**src/rtl/mux2x4_arbiter.sv**
```systemverilog
// Round-robin owner sequencer for the shared quad 2:1 bus mux.
// Holds the mux disabled for a settle gap before every ownership change.
module mux2x4_arbiter #(
  parameter int SETTLE_CYCLES = 2,
  parameter int MAX_HOLD      = 8
) (
  input  logic       clk,
  input  logic       rst,
  input  logic [1:0] req,
  output logic [1:0] gnt,
  output logic       sel,
  output logic       g,
  output logic       busy
);

  localparam int HOLD_W   = (MAX_HOLD < 1) ? 1 : $clog2(MAX_HOLD + 1);
  localparam int SETTLE_W = (SETTLE_CYCLES <= 2) ? 1 : $clog2(SETTLE_CYCLES);
  localparam logic [SETTLE_W-1:0] SETTLE_INIT = SETTLE_W'(SETTLE_CYCLES - 1);
  localparam logic [HOLD_W-1:0]   HOLD_MAX    = HOLD_W'(MAX_HOLD);
  localparam logic [HOLD_W-1:0]   HOLD_LAST   = (MAX_HOLD == 0) ? HOLD_W'(0) : HOLD_W'(MAX_HOLD - 1);

  typedef enum logic [1:0] {
    ST_IDLE   = 2'd0,
    ST_SETTLE = 2'd1,
    ST_OWN    = 2'd2
  } state_t;

  state_t              state_r, state_s;
  logic                last_owner_r, last_owner_s;
  logic [SETTLE_W-1:0] settle_cnt_r, settle_cnt_s;
  logic [HOLD_W-1:0]   hold_cnt_r, hold_cnt_s;
  logic                sel_s;
  logic                g_s;
  logic                busy_s;
  logic [1:0]          gnt_s;
  logic                other_s;
  logic                preempt_s;

  // Sole requester wins; on a tie the one that did not own the bus last wins.
  function automatic logic pick_winner(input logic [1:0] r, input logic last);
    logic w;
    case (r)
      2'b01:   w = 1'b0;
      2'b10:   w = 1'b1;
      default: w = ~last;
    endcase
    return w;
  endfunction

  assign other_s   = ~sel;
  // Counter only ever rests at MAX_HOLD-1 or MAX_HOLD once the hold limit is reached.
  assign preempt_s = (MAX_HOLD != 0) && req[other_s] &&
                     ((hold_cnt_r == HOLD_LAST) || (hold_cnt_r == HOLD_MAX));

  // Next-state and counter update.
  always_comb begin
    state_s      = state_r;
    sel_s        = sel;
    last_owner_s = last_owner_r;
    settle_cnt_s = settle_cnt_r;
    hold_cnt_s   = hold_cnt_r;
    case (state_r)
      ST_IDLE: begin
        if (|req) begin
          state_s      = ST_SETTLE;
          sel_s        = pick_winner(req, last_owner_r);
          settle_cnt_s = SETTLE_INIT;
        end else begin
          state_s = ST_IDLE;
        end
      end
      ST_SETTLE: begin
        if (!req[sel]) begin
          state_s = ST_IDLE;
        end else if (settle_cnt_r == SETTLE_W'(0)) begin
          state_s    = ST_OWN;
          hold_cnt_s = HOLD_W'(0);
        end else begin
          settle_cnt_s = settle_cnt_r - SETTLE_W'(1);
        end
      end
      ST_OWN: begin
        if (!req[sel] || preempt_s) begin
          last_owner_s = sel;
          if (req[other_s]) begin
            state_s      = ST_SETTLE;
            sel_s        = other_s;
            settle_cnt_s = SETTLE_INIT;
          end else begin
            state_s = ST_IDLE;
          end
        end else if (hold_cnt_r != HOLD_MAX) begin
          hold_cnt_s = hold_cnt_r + HOLD_W'(1);
        end else begin
          hold_cnt_s = hold_cnt_r;
        end
      end
      default: begin
        state_s = ST_IDLE;
      end
    endcase
  end

  // Mux controls follow the next state so they register together with it.
  always_comb begin
    gnt_s  = 2'b00;
    g_s    = 1'b1;
    busy_s = (state_s != ST_IDLE);
    if (state_s == ST_OWN) begin
      g_s   = 1'b0;
      gnt_s = sel_s ? 2'b10 : 2'b01;
    end else begin
      g_s   = 1'b1;
      gnt_s = 2'b00;
    end
  end

  // State and output registers.
  always_ff @(posedge clk) begin
    if (rst) begin
      state_r      <= ST_IDLE;
      sel          <= 1'b0;
      g            <= 1'b1;
      gnt          <= 2'b00;
      busy         <= 1'b0;
      last_owner_r <= 1'b1;
      settle_cnt_r <= SETTLE_W'(0);
      hold_cnt_r   <= HOLD_W'(0);
    end else begin
      state_r      <= state_s;
      sel          <= sel_s;
      g            <= g_s;
      gnt          <= gnt_s;
      busy         <= busy_s;
      last_owner_r <= last_owner_s;
      settle_cnt_r <= settle_cnt_s;
      hold_cnt_r   <= hold_cnt_s;
    end
  end

endmodule

```
**config.mk**
```make
export PLATFORM = sky130hd
export DESIGN_NAME = mux2x4_arbiter
export DESIGN_NICKNAME = d
export VERILOG_FILES = /design/src/rtl/mux2x4_arbiter.sv
export SDC_FILE = /design/constraint.sdc
export NUM_CORES = 1
export LEC_CHECK = 0
export CORE_ASPECT_RATIO = 1.2
export CORE_UTILIZATION = 48
export DETAILED_ROUTE_END_ITERATION = 8
export GPL_ROUTABILITY_DRIVEN = 0
export GPL_TIMING_DRIVEN = 0
export PLACE_DENSITY = 0.78
export SKIP_CTS_REPAIR_TIMING = 1
export SLEW_MARGIN = 20
export SYNTH_ARGS = -nofsm -noshare
export SYNTH_HDL_FRONTEND = slang
export SYNTH_SLANG_ARGS = --single-unit
```
**constraint.sdc**
```tcl
create_clock -name clk -period 2 [get_ports clk]
set_clock_uncertainty 0.2 [all_clocks]
set_input_delay 0.2 -clock clk [delete_from_list [all_inputs] [get_ports clk]]
set_output_delay 0.2 -clock clk [all_outputs]
set_load 0.02 [all_outputs]
```
==> out/results.txt <==
The slack of the worst reg-to-reg path is 0.05 ns. Uppermost layer routed: met4. Counting every instance in the synthesized netlist gives 88. The core region is 1483 um2. The run gives 33.02% as the share of the yosys chip area belonging to registers. The filler cells instantiated in the layout total 123. The clock reaches the later pin of the worst-skew pair after 0.28 ns.

The tools report the number of distinct library cells after synthesis as 38. Dividing the detail-routed wire length by the instance count gives 14.23 um. After clock tree synthesis, the clock-pin slew on the worst setup and hold paths is 0.09 ns. The logs give 693 for the via count and 0 for the yosys synthesis warning count. The synthesized area divided by synthesized cell count is 8.957 um2. Power spread over the standard cell area amounts to 579.1 nW/um2.

Worst endpoint required time: 2.00 ns. For the final routed database, the setup TNS stands at 0 ns. The half-perimeter wire length after detailed placement is 1174 um, and the number of buffers on the longest clock path is 2. The number of nets produced by synthesis came out at 96. The tools report the count of final max-slew check failures as 0. The final critical path takes up 97.27% of the cycle. Most used flip-flop cell after synthesis: sky130_fd_sc_hd__dfxtp_1. Dividing the detail-routed via count by the number of cells gives 5.873.

The tree is rooted in a sky130_fd_sc_hd__clkbuf_4. The run finished with clean final reports. The post-synthesis cell type with the largest combined area is sky130_fd_sc_hd__dfxtp_1.

The clock network burns 28.5% of the power. The first global-routing pass estimated 2546 um of wire. The logs give 0 for the remaining antenna violation count after routing and 0.4068 mW for the internal power of the cells. The core occupancy in the finished layout was 66.16%. The CTS H-tree depth is 1, and the leakage power summed over all cells is 0.3881 nW.

VDD sags by at most 0.0004170 V. For the combinational power share, the log shows 22.7%. The routed design uses 827 um of met2 wire. Data on the critical path arrives at its endpoint at 1.95 ns.

The number of top-level pins was 9. Leaving out fill and tap cells, the most frequent cell in the layout is sky130_fd_sc_hd__dfxtp_1. Based on the critical path, the design can be clocked at up to 514.0 MHz. The actual transition at the worst max-transition pin works out to 0.3608 ns. The async set-reset flop share out of synthesis is 0%. By startpoint and endpoint, the worst setup path is classified as reg -> reg. In this run the critical register-to-register path is launched from hold_cnt_r[1]$_SDFFE_PP0P_. The worst pin sits at a relative slew slack of 75.87%.

The sequential cells in the finished layout cover a total of 265.3 um2. Post-route DRC violation count: 0. The area growth from synthesis to layout is 24.44%.

The hold path startpoint is last_owner_r$_SDFFE_PP1P_. Setup slack on the critical path of the routed design comes to 0.05451 ns. The routed design uses 47 um of met3 wire.

The most critical setup path has its startpoint at hold_cnt_r[1]$_SDFFE_PP0P_. STA classifies the critical path startpoint as a flop. For the number of setup violations in the final report, the log shows 0. For the total wirelength of the detailed-routed design, the log shows 1679 um. The CTS buffer count was 3; the total global routing overflow was 0.

The total of buffers placed on input and output ports works out to 8. The analysis attributes to net switching a power of 0.1613 mW. The worst register-to-register path ends at gnt[0]$_SDFF_PP0_. The final hold violation count came out at 0.

Setup repair after global routing could not meet its margin everywhere. The run gives 788.3 um2 as the summed instance area of the synthesized netlist. The number of antenna violations at the first check in global routing was 0; the worst reg2reg path depth was 7. The sort of element at the end of the critical path was a flop.

Net switching is 28.39% of the power. For this block, the initial DRC count from the detailed router was 15. The pre-antenna-repair detailed-routing pass consisted of 4 iterations. For this design, the sink count on the clock tree is 13. The routed metal-1 wirelength came out at 788 um. Leaving out fill and tap cells, the most frequent cells in the layout are sky130_fd_sc_hd__dfxtp_1, sky130_fd_sc_hd__nor2_1, sky130_fd_sc_hd__inv_1. In this run, synthesis produced a sequential element count of 13.

The fraction of layout instances using a drive strength above 1 works out to 24.75%. The synthesized design devotes to its leading area cell type 33.02% of total area. Entering global routing, the biggest net connects 11 pins. The die outline width was 39.00 um; the count of max-cap constraint violations was 0. The net count reported at finish was 110; the count of inserted antenna diode cells was 0. The row count came out at 15. The via count of the first global-routing pass is 590, and the starting density of the core is 53.16%. The worst path in the final design needs a cycle of 1.945 ns, including I/O delays and setup.

Across every metal layer, demand over resource in global routing totals 20.65%. The die covers 1809 um2. TritonCTS built the clock tree. The multi-input combinational cells in the finished layout cover a total of 516.7 um2. The highest fanout seen on the critical path works out to 4. The number of synthesized flops with an enable pin was 0.

The min-delay analysis places its worst path in the category reg -> reg. The height of the die was 46.39 um. Ranked by total cell area, the synthesized netlist is headed by sky130_fd_sc_hd__dfxtp_1, sky130_fd_sc_hd__ha_1, sky130_fd_sc_hd__inv_1.

In this run the worst setup path terminates at gnt[0]$_SDFF_PP0_. On the final layout, the worst hold slack is 0.2923 ns. Before CTS, the worst setup slack after placement is -0.3005 ns.

Total power for the finished layout comes to 0.5681 mW. Sequential cells burn 48.8% of the power.
## cells in the mapped netlist, types with 2 or more instances
library cell               instances
sky130_fd_sc_hd__nor2_1            8
sky130_fd_sc_hd__nand2_1           2
sky130_fd_sc_hd__nand3_1           2
sky130_fd_sc_hd__a31oi_1           2
sky130_fd_sc_hd__inv_1             8
sky130_fd_sc_hd__buf_2             3
sky130_fd_sc_hd__a21oi_1           4
sky130_fd_sc_hd__o21ai_0           4
sky130_fd_sc_hd__nand3b_1          3
sky130_fd_sc_hd__mux2_2            2
sky130_fd_sc_hd__o211ai_1          2
sky130_fd_sc_hd__ha_1              4
sky130_fd_sc_hd__nor3_1            5
sky130_fd_sc_hd__nor2b_1           2
sky130_fd_sc_hd__dfxtp_1          13
sky130_fd_sc_hd__mux2i_1           2
## routing by layer
| layer | vias to the layer above | track usage [%] |
|---|---|---|
| li1 | 348 | - |
| met1 | 331 | 24.63 |
| met2 | 12 | 35.33 |
| met3 | 2 | 4.348 |
| met4 | 0 | 8.276 |
| met5 | - | 0 |
## logic make-up (layout without fill, tap and decap cells)
family,Yosys count,after routing,synth area share (%)
AO/OA/AOI/OAI,22,22,22.86
XOR/XNOR,1,1,1.111
adder cells (fa/ha/maj),4,4,6.349
buffers and inverters,12,25,7.142
flip-flops,13,13,33.02
multiplexers,4,4,5.397
AND/OR/NAND/NOR,32,32,24.13
## sequential cells by signal (all words and copies together), names as in the netlist
name          cells
state_r           2
hold_cnt_r        4
g                 1
sel               1
settle_cnt_r      1
gnt               2
busy              1
last_owner_r      1
## critical path, cell delays in order (launching register included)
cell and delay, ns:
sky130_fd_sc_hd__dfxtp_4 0.38, sky130_fd_sc_hd__inv_2 0.05, sky130_fd_sc_hd__ha_4 0.15, sky130_fd_sc_hd__nor4b_1 0.13
sky130_fd_sc_hd__a21o_1 0.16, sky130_fd_sc_hd__a221o_1 0.32, sky130_fd_sc_hd__a311oi_2 0.31, sky130_fd_sc_hd__nor2b_1 0.17
## power groups by stage
| stage | clock [mW] | sequential [mW] | combinational (mW) |
|---|---|---|---|
| 2_1_floorplan | 0 | 0.291 | 0.0760 |
| 3_5_place_dp | 0 | 0.284 | 0.120 |
| 3_3_place_gp | 0 | 0.284 | 0.119 |
| 4_1_cts | 0.169 | 0.278 | 0.121 |
| 6_report | 0.162 | 0.277 | 0.129 |
| 5_1_grt | 0.179 | 0.279 | 0.140 |
## cell type report
cell class	instances	area share, %
repair buffers	9	9.439
plain buffers	4	2.934
inverters	8	3.061
well taps	17	2.168
multi-input cells	63	52.68
clock buffers	4	2.679
flip-flops and latches	13	27.04
## worst min path at each step
| stage | end | cells past startpoint |
|---|---|---|
| after floorplan | sel$_SDFF_PP0_ | 1 |
| after global placement | last_owner_r$_SDFFE_PP1P_ | 2 |
| after detailed placement | last_owner_r$_SDFFE_PP1P_ | 2 |
| after CTS | last_owner_r$_SDFFE_PP1P_ | 2 |
| after global routing | last_owner_r$_SDFFE_PP1P_ | 2 |
| final | last_owner_r$_SDFFE_PP1P_ | 2 |
## per-stage QoR
| step | cells | cell area [um2] |
|---|---|---|
| floorplan | 88 | 788.3 |
| global placement | 113 | 889.6 |
| detailed placement | 113 | 889.6 |
| CTS | 117 | 915.9 |
| global route | 118 | 980.9 |
| finish | 118 | 980.9 |
Power figures use the tool's default switching activity.
